--- config.mk ---
export PLATFORM = sky130hd
export DESIGN_NAME = btn_conditioner
export DESIGN_NICKNAME = d
export VERILOG_FILES = /design/src/rtl/btn_conditioner.sv
export SDC_FILE = /design/constraint.sdc
export NUM_CORES = 1
export LEC_CHECK = 0
export BUFFER_PORTS_ARGS = -buffer_cell sky130_fd_sc_hd__buf_2
export CELL_PAD_IN_SITES_DETAIL_PLACEMENT = 0
export CELL_PAD_IN_SITES_GLOBAL_PLACEMENT = 1
export CORE_MARGIN = 5
export CORE_UTILIZATION = 35
export DETAILED_ROUTE_END_ITERATION = 6
export PLACE_DENSITY = 0.71
export SLEW_MARGIN = 20
export SYNTH_ARGS = -nofsm -noshare
export SYNTH_HDL_FRONTEND = slang
export SYNTH_SLANG_ARGS = --single-unit
--- constraint.sdc ---
create_clock -name CLK -period 3.5 [get_ports CLK]
set_clock_uncertainty 0.1 [all_clocks]
set_input_delay 0.175 -clock CLK [delete_from_list [all_inputs] [get_ports CLK]]
set_output_delay 0.175 -clock CLK [all_outputs]
set_load 0.05 [all_outputs]
--- src/rtl/btn_conditioner.sv ---
// Push-button conditioner: per channel, synchronise the raw level, debounce it and
// emit one-cycle press, release and auto-repeat pulses. All outputs are registered.
module btn_conditioner #(
  parameter int unsigned N_BTN           = 4,
  parameter int unsigned DEBOUNCE_CYCLES = 120000,
  parameter int unsigned HOLD_CYCLES     = 6000000,
  parameter int unsigned REPEAT_CYCLES   = 1200000
) (
  input  logic             CLK,
  input  logic             RST_N,
  input  logic [N_BTN-1:0] btn_raw,
  output logic [N_BTN-1:0] btn_level,
  output logic [N_BTN-1:0] press_pulse,
  output logic [N_BTN-1:0] release_pulse,
  output logic [N_BTN-1:0] repeat_pulse
);

  localparam int unsigned DbW     = $clog2(DEBOUNCE_CYCLES + 1);
  localparam int unsigned HoldMax = (HOLD_CYCLES > REPEAT_CYCLES) ? HOLD_CYCLES : REPEAT_CYCLES;
  localparam int unsigned HoldW   = $clog2(HoldMax + 1);

  // The sample that enters a PEND state already counts as one stable cycle, so the
  // transition fires when the counter holds DEBOUNCE_CYCLES-2.
  localparam logic [DbW-1:0]   DbLast   = DbW'(DEBOUNCE_CYCLES - 2);
  // Hold counter counts down; reaching zero fires a repeat and reloads.
  localparam logic [HoldW-1:0] HoldLoad = HoldW'(HOLD_CYCLES - 1);
  localparam logic [HoldW-1:0] RepLoad  = HoldW'(REPEAT_CYCLES - 1);

  typedef enum logic [1:0] {
    StReleased,
    StPressPend,
    StPressed,
    StReleasePend
  } state_e;

  logic [N_BTN-1:0] sync_meta_q;
  logic [N_BTN-1:0] sync_q;

  // Two-flop synchroniser for every raw button level.
  always_ff @(posedge CLK or negedge RST_N) begin
    if (!RST_N) begin
      sync_meta_q <= '0;
      sync_q      <= '0;
    end else begin
      sync_meta_q <= btn_raw;
      sync_q      <= sync_meta_q;
    end
  end

  for (genvar i = 0; i < N_BTN; i++) begin : g_ch
    state_e           state_q;
    logic [DbW-1:0]   db_cnt_q;
    logic [HoldW-1:0] hold_cnt_q;
    logic             level_q;
    logic             press_q;
    logic             release_q;
    logic             repeat_q;

    // Per-channel debounce FSM with registered level and pulse outputs.
    always_ff @(posedge CLK or negedge RST_N) begin
      if (!RST_N) begin
        state_q    <= StReleased;
        db_cnt_q   <= '0;
        hold_cnt_q <= '0;
        level_q    <= 1'b0;
        press_q    <= 1'b0;
        release_q  <= 1'b0;
        repeat_q   <= 1'b0;
      end else begin
        press_q   <= 1'b0;
        release_q <= 1'b0;
        repeat_q  <= 1'b0;
        unique case (state_q)
          StReleased: begin
            if (sync_q[i]) begin
              state_q  <= StPressPend;
              db_cnt_q <= '0;
            end
          end
          StPressPend: begin
            if (!sync_q[i]) begin
              state_q  <= StReleased;
              db_cnt_q <= '0;
            end else if (db_cnt_q == DbLast) begin
              state_q    <= StPressed;
              db_cnt_q   <= '0;
              level_q    <= 1'b1;
              press_q    <= 1'b1;
              hold_cnt_q <= HoldLoad;
            end else begin
              db_cnt_q <= db_cnt_q + DbW'(1);
            end
          end
          StPressed: begin
            // Every cycle spent in this state advances the repeat schedule.
            if (hold_cnt_q == '0) begin
              repeat_q   <= 1'b1;
              hold_cnt_q <= RepLoad;
            end else begin
              hold_cnt_q <= hold_cnt_q - HoldW'(1);
            end
            if (!sync_q[i]) begin
              state_q  <= StReleasePend;
              db_cnt_q <= '0;
            end
          end
          StReleasePend: begin
            // hold_cnt_q is frozen here so a bounce only delays the schedule.
            if (sync_q[i]) begin
              state_q  <= StPressed;
              db_cnt_q <= '0;
            end else if (db_cnt_q == DbLast) begin
              state_q   <= StReleased;
              db_cnt_q  <= '0;
              level_q   <= 1'b0;
              release_q <= 1'b1;
            end else begin
              db_cnt_q <= db_cnt_q + DbW'(1);
            end
          end
          default: begin
            state_q  <= StReleased;
            db_cnt_q <= '0;
          end
        endcase
      end
    end

    assign btn_level[i]     = level_q;
    assign press_pulse[i]   = press_q;
    assign release_pulse[i] = release_q;
    assign repeat_pulse[i]  = repeat_q;
  end

endmodule
==> results.toml <==
[outcome]
status = "finished clean"

[timing]
fin_ws_ns = 0.6622
maxSlewHeadroom_pct = 33.03
max_freq_mhz = 352.4
final.setup.tns_ns = 0
worst_pin_slew_ns = 1.001
fin_crit_sh_pct = 81.08
finalHoldViolations = 0
finalCriticalPeriod_ns = 2.838
rsz0062_at_grt = "false"
setup_violations = 0
maxSlewViolCount = 0

[setup_path]
crit_type = "register to register"
crit_arrival_ns = 3.07
start_kind = "register"
endpoint_kind = "register"
cp_max_fo = 12
crit_required_ns = 3.73

[die]
num_io_pins = 22
die-width_microns = 183.7
core_sq_um = 29720
start_util_pct = 35.53
dieArea_sq_um = 33740
rows = 63
fp.dieH_microns = 183.7

[clocking]
cts-root-buf = "clkbuf_16"
cts_setup_buffers = 0
ctsHoldBuffers = 5
clk_pin_slew_ns = 0.07
cts_htree_levels = 4
postCtsResizedCells = 0
cts_tree = "done"
clkSinkCount = 192
insertion_delay_ns = 0.44
cts_buffers = 17
clk_path_buf_depth = 2

[power]
pwr-share-comb_pct = 7.1
ir_drop_v = 0.0003020
p_seq_share_pct = 48.9
power_density_nw_per_um2 = 409.6
internal-power_mw = 3.587
power.switching_mw = 1.177
swShare_pct = 24.71
p_leak_nw = 5.306
power_frac_clock_pct = 44.0

[layout]
stdcell_area_sq_um = 11630
nNetsFinal = 1190
drive_gt1_share_pct = 7.451
antenna_cells = 0
area_growth_syn_to_layout_pct = 10.17

[routing]
wl_per_cell_microns = 15.56
drc = 0
wirelength_microns = 24440
via_per_inst = 5.526
dr.pass1.iters = 5
drt_iter0_markers = 559
vias = 8682
final_antenna_net_count = 0

[synth]
ys_dominant_reg_cell = "dfrtp_1"
synth-seq-area-share_pct = 45.50
synth-edff-count = 0
yosysUniqueCellTypes = 70
avgSynthCellArea_sq_um = 8.994
syn_nets = 1196
synth_seq_cells = 192
async_flop_share_pct = 100.0
synthesis.area_sq_um = 10560
synth_cells = 1174
ys_warn_count = 0

[global_route]
first_global_vias = 8545
grt_usage_pct = 15.01
grt_antenna_before_repair = 0
grt_max_degree = 93
grt_pass1_wl_microns = 42770
gr-total-overflow = 0

[placed_design]
dp_worst_setup_slack_ns = 0.7504
dpl_cell_area_sq_um = 10950
place_congestion = 0.8172
numPortBuffers = 21
dp.final_hpwl_microns = 16340

[job]
drv_cap = 0

[min_path]
hold_class = "register to register"
[layer usage]
metal  global-route usage [%]  vias to the layer above  routed length (microns)
li1                         -                     4336                        -
met1                    21.24                     4219                    12390
met2                    23.74                      101                    11040
met3                    2.552                       26                      624
met4                    4.437                        0                      383
met5                        0                        -                        0
[cell families (layout without fill, tap and decap cells)]
logic type,after synthesis,in the layout,synth area share [%]
adder cells (fa/ha/maj),16,16,1.896
XOR/XNOR,21,21,1.742
AND/OR/NAND/NOR,511,511,26.57
flip-flops,192,192,45.50
multiplexers,15,15,1.446
buffers and inverters,109,116,4.527
AO/OA/AOI/OAI,310,310,18.32
[power by group through the flow]
stage               registers (mW)  logic, mW  clock network (mW)
finish                        2.33      0.338                2.10
global route                  2.34      0.392                2.25
CTS                           2.33      0.346                2.17
detailed placement            2.37      0.340                   0
global placement              2.37      0.339                   0
floorplan                     2.34      0.242                   0
[cell usage after synthesis, types with 17 or more instances]
library cell	n	area share, %
dfrtp_1	192	46
nand2_1	103	3.7
o21ai_0	100	4.7
nor2_1	82	2.9
a21oi_1	67	3.2
nor3_1	63	3.0
nand3_1	57	2.7
inv_1	49	1.7
clkbuf_1	39	1.4
a31oi_1	32	1.9
or3_1	32	1.9
nor4_1	27	1.6
nand4_1	24	1.4
or4_1	22	1.6
and3_1	18	1.1
buf_4	17	1.2
[sequential cells by signal, indices dropped and copies added, names as in the netlist, named ones only]
name / flops
g_ch.db_cnt_q: 68
g_ch.hold_cnt_q: 92
g_ch.level_q: 4
g_ch.press_q: 4
g_ch.release_q: 4
g_ch.repeat_q: 4
g_ch.state_q: 4
sync_meta_q: 4
sync_q: 4
[worst max-delay path: stages, from the launching register on]
cell,delay (ns)
dfrtp_1,0.40
or3_1,0.43
nor4b_1,0.70
a31oi_1,0.54
and3_1,0.33
a211o_1,0.22
[cells in the final DEF (no fill, tap or decap), types with 12 or more instances in the layout]
cell       netlist  layout
or4_1           22      22
and3_1          18      18
mux2i_1         13      13
xor2_1          12      12
o21ai_0        100     100
nor3_1          63      63
buf_2            4      20
clkbuf_16        0      17
dfrtp_1        192     192
a21o_1          15      15
inv_1           49      49
o21a_1          13      13
or3_1           32      32
a31oi_1         32      32
nand3_1         57      57
nor2_1          82      80
nand4_1         24      24
nor4_1          27      27
a21oi_1         67      66
nand2_1        103     103
nand2b_1        14      14
ha_1            16      16
[final timing paths]
path / slack (ns) / to / startpoint / cells past startpoint
worst min-delay path: 0.24 / sync_q[1] / sync_meta_q[1] / 0
worst max register to register: 0.66 / g_ch[3].hold_cnt_q[18] / g_ch[3].hold_cnt_q[18] / 5
min in group asynchronous: 0.28 / g_ch[0].hold_cnt_q[2] / RST_N / 2
worst max-delay path: 0.66 / g_ch[3].hold_cnt_q[18] / g_ch[3].hold_cnt_q[18] / 5
max in group asynchronous: 1.93 / g_ch[1].hold_cnt_q[2] / RST_N / 3
worst min register to register: 0.24 / sync_q[1] / sync_meta_q[1] / 0
[metrics by stage]
| step | power (mW) | cells | utilization (%) | hold WS [ns] |
|---|---|---|---|---|
| 3_5_place_dp | 2.713 | 1534 | 36.84 | 0.1846 |
| 6_report | 4.765 | 1571 | 39.14 | 0.2402 |
| 4_1_cts | 4.843 | 1571 | 39.12 | 0.2464 |
| 5_1_grt | 4.986 | 1571 | 39.14 | 0.2619 |
| 2_1_floorplan | 2.578 | 1174 | - | -0.2206 |
| 3_3_place_gp | 2.710 | 1534 | 36.84 | 0.1842 |
[final cells by class]
type	instances	area, sq um
timing repair buffer	35	244.0
multi-input combinational	873	5285
clock inverter	8	125.1
fill	2985	18080
sequential	192	4805
tap	390	488.0
clock buffer	24	501.7
inverter	49	183.9
(Power assumes the default switching activity.)
